[src/rtl/issue_pkg.sv]
// Shared decode-field layout and slot helpers for the N-wide issue stage.
// Only the low DEC_USED_W bits of each decode bundle carry fields the scoreboard reads.
package issue_pkg;

   localparam int REG_IDX_W  = 5;
   localparam int RD_LSB     = 32;
   localparam int RS1_LSB    = 37;
   localparam int RS2_LSB    = 42;
   localparam int USE1_BIT   = 47;
   localparam int USE2_BIT   = 48;
   localparam int REGW_BIT   = 50;
   localparam int MEM_BIT    = 51;
   localparam int DEC_USED_W = 52;

   typedef struct packed {
      logic [REG_IDX_W-1:0] rd;
      logic [REG_IDX_W-1:0] rs1;
      logic [REG_IDX_W-1:0] rs2;
      logic                 use1;
      logic                 use2;
      logic                 regw;
      logic                 mem;
   } slot_fields_t;

   function automatic slot_fields_t unpack_decode(input logic [DEC_USED_W-1:0] d);
      slot_fields_t f;
      f.rd   = d[RD_LSB  +: REG_IDX_W];
      f.rs1  = d[RS1_LSB +: REG_IDX_W];
      f.rs2  = d[RS2_LSB +: REG_IDX_W];
      f.use1 = d[USE1_BIT];
      f.use2 = d[USE2_BIT];
      f.regw = d[REGW_BIT];
      f.mem  = d[MEM_BIT];
      return f;
   endfunction

   // A slot writes a tracked register only when regw is set and rd is not x0.
   function automatic logic writes_reg(input slot_fields_t f);
      return f.regw && (f.rd != '0);
   endfunction

endpackage

[src/rtl/scoreboard_regfile.sv]
// Pending-write bit per architectural register; write-back clears are bypassed
// into eff so a consumer can issue in the same cycle its producer writes back.
module scoreboard_regfile
   import issue_pkg::*;
#(
   parameter int NREG = 32
) (
   input  logic            clk,
   input  logic            rst,
   input  logic            flush,
   input  logic [NREG-1:0] set_mask,
   input  logic [NREG-1:0] clr_mask,
   output logic [NREG-1:0] eff,
   output logic [NREG-1:0] busy_mask
);

   localparam logic [NREG-1:0] TRACK_MASK = ~(NREG'(1));

   logic [NREG-1:0] sb;

   assign eff       = sb & ~clr_mask;
   assign busy_mask = sb;

   // Set is ORed after the clear so a same-cycle new writer keeps its entry.
   always_ff @(posedge clk or posedge rst) begin
      if (rst) begin
         sb <= '0;
      end else if (flush) begin
         sb <= '0;
      end else begin
         sb <= (eff | set_mask) & TRACK_MASK;
      end
   end

endmodule

[src/rtl/issue_scoreboard.sv]
// N-wide in-order issue stage: accepts the longest hazard-free prefix of the
// decoded group each cycle and registers it toward the execute pipes.
module issue_scoreboard
   import issue_pkg::*;
#(
   parameter int ISSUE_WIDTH  = 2,
   parameter int DECODE_WIDTH = 64,
   parameter int WB_PORTS     = 2,
   parameter int NREG         = 32
) (
   input  logic                             clk,
   input  logic                             rst,
   input  logic                             flush,
   input  logic [ISSUE_WIDTH-1:0]           in_valid,
   input  logic [32*ISSUE_WIDTH-1:0]        in_pc,
   input  logic [32*ISSUE_WIDTH-1:0]        in_npc,
   input  logic [32*ISSUE_WIDTH-1:0]        in_inst,
   input  logic [DECODE_WIDTH*ISSUE_WIDTH-1:0] in_decode,
   output logic [ISSUE_WIDTH-1:0]           in_accept,
   input  logic                             out_ready,
   output logic [ISSUE_WIDTH-1:0]           out_valid,
   output logic [32*ISSUE_WIDTH-1:0]        out_pc,
   output logic [32*ISSUE_WIDTH-1:0]        out_npc,
   output logic [32*ISSUE_WIDTH-1:0]        out_inst,
   output logic [DECODE_WIDTH*ISSUE_WIDTH-1:0] out_decode,
   input  logic [WB_PORTS-1:0]              wb_valid,
   input  logic [REG_IDX_W*WB_PORTS-1:0]    wb_rd,
   output logic [NREG-1:0]                  busy_mask
);

   // Handshake: in_accept[i] means slot i is consumed at this edge; the decode
   // stage re-presents unaccepted slots shifted down to slot 0 next cycle.
   // out_valid is a registered mask that execute consumes whenever out_ready is high.

   logic [NREG-1:0]      eff;
   logic [NREG-1:0]      set_mask;
   logic [NREG-1:0]      clr_mask;
   logic                 wb_stray;
   logic                 valid_is_prefix;
   slot_fields_t         f;
   logic                 stall;
   logic                 blocked;
   logic                 mem_taken;
   logic [REG_IDX_W-1:0] wb_idx;

   scoreboard_regfile #(.NREG(NREG)) u_sb (
      .clk       (clk),
      .rst       (rst),
      .flush     (flush),
      .set_mask  (set_mask),
      .clr_mask  (clr_mask),
      .eff       (eff),
      .busy_mask (busy_mask)
   );

   always_comb begin
      clr_mask = '0;
      wb_stray = 1'b0;
      wb_idx   = '0;
      for (int p = 0; p < WB_PORTS; p++) begin
         wb_idx = wb_rd[p*REG_IDX_W +: REG_IDX_W];
         if (wb_valid[p] && (wb_idx != '0)) begin
            clr_mask[wb_idx] = 1'b1;
            if (!busy_mask[wb_idx]) begin
               wb_stray = 1'b1;
            end
         end
      end
   end

   // set_mask doubles as the set of registers written by older accepted slots,
   // which is exactly what the intra-group RAW/WAW check needs.
   always_comb begin
      in_accept = '0;
      set_mask  = '0;
      blocked   = rst || flush || !out_ready;
      mem_taken = 1'b0;
      f         = '0;
      stall     = 1'b0;
      for (int i = 0; i < ISSUE_WIDTH; i++) begin
         f     = unpack_decode(in_decode[i*DECODE_WIDTH +: DEC_USED_W]);
         stall = blocked || !in_valid[i];
         if (f.use1 && (f.rs1 != '0) && (eff[f.rs1] || set_mask[f.rs1])) begin
            stall = 1'b1;
         end
         if (f.use2 && (f.rs2 != '0) && (eff[f.rs2] || set_mask[f.rs2])) begin
            stall = 1'b1;
         end
         if (writes_reg(f) && (eff[f.rd] || set_mask[f.rd])) begin
            stall = 1'b1;
         end
         if (f.mem && mem_taken) begin
            stall = 1'b1;
         end
         if (stall) begin
            blocked = 1'b1;
         end else begin
            in_accept[i] = 1'b1;
            if (writes_reg(f)) begin
               set_mask[f.rd] = 1'b1;
            end
            if (f.mem) begin
               mem_taken = 1'b1;
            end
         end
      end
   end

   always_ff @(posedge clk or posedge rst) begin
      if (rst) begin
         out_valid  <= '0;
         out_pc     <= '0;
         out_npc    <= '0;
         out_inst   <= '0;
         out_decode <= '0;
      end else if (flush) begin
         out_valid <= '0;
      end else if (out_ready) begin
         out_valid  <= in_accept;
         out_pc     <= in_pc;
         out_npc    <= in_npc;
         out_inst   <= in_inst;
         out_decode <= in_decode;
      end
   end

   always_comb begin
      valid_is_prefix = 1'b1;
      for (int i = 1; i < ISSUE_WIDTH; i++) begin
         if (in_valid[i] && !in_valid[i-1]) begin
            valid_is_prefix = 1'b0;
         end
      end
   end

   a_valid_prefix: assert property (@(posedge clk) disable iff (rst) valid_is_prefix)
      else $error("in_valid is not a contiguous prefix: %b", in_valid);

   a_wb_pending: assert property (@(posedge clk) disable iff (rst) !wb_stray)
      else $warning("write-back to a register that is not pending");

endmodule

[config.mk]
export PLATFORM = sky130hd
export DESIGN_NAME = issue_scoreboard
export DESIGN_NICKNAME = d
export VERILOG_FILES = /design/src/rtl/issue_pkg.sv /design/src/rtl/scoreboard_regfile.sv /design/src/rtl/issue_scoreboard.sv
export SDC_FILE = /design/constraint.sdc
export NUM_CORES = 1
export LEC_CHECK = 0
export CAP_MARGIN = 20
export CELL_PAD_IN_SITES_DETAIL_PLACEMENT = 1
export CELL_PAD_IN_SITES_GLOBAL_PLACEMENT = 2
export CORE_AREA = 5 5 265 267
export DETAILED_ROUTE_END_ITERATION = 6
export DIE_AREA = 0 0 270 272
export DONT_BUFFER_PORTS = 1
export HOLD_SLACK_MARGIN = 0.1
export MAX_ROUTING_LAYER = met4
export PLACE_DENSITY = 0.57
export SETUP_SLACK_MARGIN = 0.4
export SYNTH_ARGS = -nofsm -noshare
export SYNTH_HDL_FRONTEND = slang
export SYNTH_SLANG_ARGS = --single-unit
export TNS_END_PERCENT = 30
[constraint.sdc]
create_clock -name clk -period 16.34 [get_ports clk]
set_input_delay 2.451 -clock clk [delete_from_list [all_inputs] [get_ports clk]]
set_output_delay 2.451 -clock clk [all_outputs]
set_load 0.05 [all_outputs]
==> qor.yml <==
placed_design:
  gp_congestion: 0.8869
  place_area_um2: 17380
  dp_hpwl_um: 57350
  io_buffer_count: 0
outcome:
  status: "complete, no violations"
worst_setup_path:
  path_max_fanout: 9
  r2r_start: "u_sb.busy_mask[31]"
  start_kind: "input port"
  r2r_slack_ps: 11700
  required_ps: 13890
  timing.rr.end: "u_sb.busy_mask[5]"
  worst_setup_path_end_kind: "output pin"
  rr_worst_depth: 10
  cp.arrival_ps: 6410
  crit_type: "in2out"
synth:
  ys_seq_area_frac: 0.5372
  yosys-top-cells-count: "dfrtp_1, mux2_2, nor2_1, clkbuf_1, nand2_1"
  yosysTopAreaCellShare: 0.5372
  yosys_warnings: 0
  ys.flop_type: "dfrtp_1"
  async_flop_share: 1.000
  synth.distinct_cells: 81
  syn_nets: 1689
  postSynthCellCount: 1351
  ys_seq_elements: 353
  synth_most_common_cell: "dfrtp_1"
  yosys-top-cells-area: "dfrtp_1, mux2_2, nor2_1"
  syn_area_per_cell_um2: 12.17
  syn_area_um2: 16440
  synth-edff-count: 0
  synth_top_cell_by_area: "dfrtp_1"
drt:
  wirelength_um: 73940
  routed_via_density: 5.271
  vias: 11959
  route.detailed.drc: 0
  final_antenna_net_count: 0
  dr.pass1.iters: 5
  wl_per_cell_um: 32.59
  drt_first_iter_violations: 888
power_and_ir_drop:
  p_sw_mw: 1.044
  p_leak_nw: 7.248
  pwr-share-seq: 0.567
  p_comb_frac: 0.080
  p_int_mw: 1.662
  p_sw_frac: 0.3858
  p_total_mw: 2.705
  powerDensity_nw_per_um2: 143.4
  ir_drop_uv: 88.17
  power_frac_clock: 0.353
timing:
  fmax_ghz: 0.1128
  period_needed_ps: 8865
  finalMaxSlewViolations: 0
  rsz0062_at_grt: "no"
  hold_ws_ps: 805.3
  relSlewSlack: 0.1789
  skew_ps: 9.271
  worst_pin_slew_ps: 1232
  min_period_over_period: 0.5425
  hold_viol_final: 0
  tns_ps: 0
  finalSetupViolCount: 0
final_layout:
  design_area_um2: 18860
  drive_gt1_frac: 0.3203
  area_growth_pct: 14.72
  regArea_um2: 8833
  fill_cells: 7375
  multiInputGateArea_um2: 7192
  nNetsFinal: 1665
cts:
  cts_buffer_depth: 3
  path_clk_slew_ps: 60
  numClockSinks: 353
  h-tree-depth: 2
  ctsHoldBuffers: 0
  cts_setup_buffers: 0
  cts_resized: 0
  clock_latency_ps: 570
  cts_buffers: 42
  cts_tree: "done"
  clock_tree.root_cell: "clkbuf_16"
min_path:
  min_from: "out_valid[0]"
  holdPathEnd: "out_valid[0]"
  min_path_type: "reg2reg"
  hold_path_depth: 2
grt:
  antenna_found_initial: 33
  track_usage: 0.1964
  grt_pass1_wl_um: 103100
  grt_pass1_vias: 12680
  grt_max_degree: 163
  grt_remaining_overflow: 0
floorplanning:
  num_rows: 96
  initial_core_util: 0.2423
  die_h_um: 272
  ios: 694
  die_w_um: 270
  core_area_um2: 67870
  die-area_um2: 73440
flow_run:
  cap_violations: 0
-- routing by layer --
layer	wire length, µm	global-route usage	vias to the layer above
met5	0	-	-
met4	2144	0.05121	0
met3	6104	0.06545	108
met2	38270	0.3440	578
met1	27420	0.2156	6283
li1	-	-	4990
-- critical path, stage by stage --
cell and delay, ps:
nand4bb_1 340, o221ai_1 940, o22ai_1 230, a2111oi_2 380, o22ai_1 140, o311a_1 210, or3_1 630, nor2_1 180
nand3_1 110, nor2_1 780
-- cell type report --
cell class / count / share of cell area
clock buffers: 55 / 0.06255
flip-flops and latches: 353 / 0.4683
well taps: 882 / 0.05850
diodes: 32 / 0.004245
inverters: 23 / 0.005041
multi-input cells: 889 / 0.3812
repair buffers: 18 / 0.008490
clock inverters: 17 / 0.01167
-- logic make-up (layout without fill, tap and decap cells) --
logic type / count (synthesis) / in the layout / synth area share
AOI/OAI and AO/OA: 228 / 228 / 0.09709
other: 1 / 33 / 0.0002281
muxes: 338 / 338 / 0.2328
xor gates and xnor gates: 12 / 12 / 0.006392
DFF: 353 / 353 / 0.5372
and+or+nand+nor: 310 / 310 / 0.1004
buffers and inverters: 109 / 113 / 0.02587
-- power groups by stage --
stage | Clock, mW | Sequential [mW] | Combinational (mW)
floorplan | 0 | 1.48 | 0.190
global placement | 0 | 1.56 | 0.210
detailed placement | 0 | 1.56 | 0.219
CTS | 0.988 | 1.54 | 0.218
global route | 1.03 | 1.55 | 0.238
finish | 0.954 | 1.53 | 0.216
-- placed cells by master, fill, tap and decap left out, types with 7 or more instances in the layout --
cell         n
o21ai_1     35
o22ai_1     17
clkbuf_8     8
diode_2     32
xnor2_1      9
or3_1       13
clkinv_2     8
o21ai_0     17
a21oi_1     40
dfrtp_1    353
a221oi_1     9
mux2_2     325
nand4bb_1    7
nand2_1     48
nand2b_1    11
and3_1      11
nor2b_1      9
inv_1       18
clkbuf_16   42
nand3_1     46
nor2_1      85
o211ai_1    10
buf_4       16
nor3_1      16
a31oi_1     10
nand4_1     15
mux2i_1      9
o221ai_1    29
-- per-stage QoR --
stage	std cells	setup slack, ps	utilization
6_report	2269	7475	0.2780
5_1_grt	2265	7258	0.2778
4_1_cts	2237	7481	0.2768
3_5_place_dp	2165	7482	0.2562
3_3_place_gp	2163	7486	0.2559
2_1_floorplan	1351	2060	-
-- worst max-delay path by stage --
| stage | start | slack (ps) | cells past startpoint | to |
|---|---|---|---|---|
| after floorplan | rst | 2060 | 8 | in_accept[1] |
| after global placement | wb_rd[7] | 7490 | 10 | in_accept[1] |
| after detailed placement | wb_rd[2] | 7480 | 10 | in_accept[1] |
| after CTS | wb_rd[2] | 7480 | 10 | in_accept[1] |
| after global routing | wb_rd[2] | 7260 | 10 | in_accept[1] |
| final | wb_rd[2] | 7480 | 10 | in_accept[1] |
-- state kept, by name, summed over array words and instances, names as in the netlist --
register	cells
out_decode	128
out_inst	64
out_valid	2
out_pc	64
out_npc	64
u_sb.busy_mask	31
Note: power is estimated with default switching activity, not from simulation.
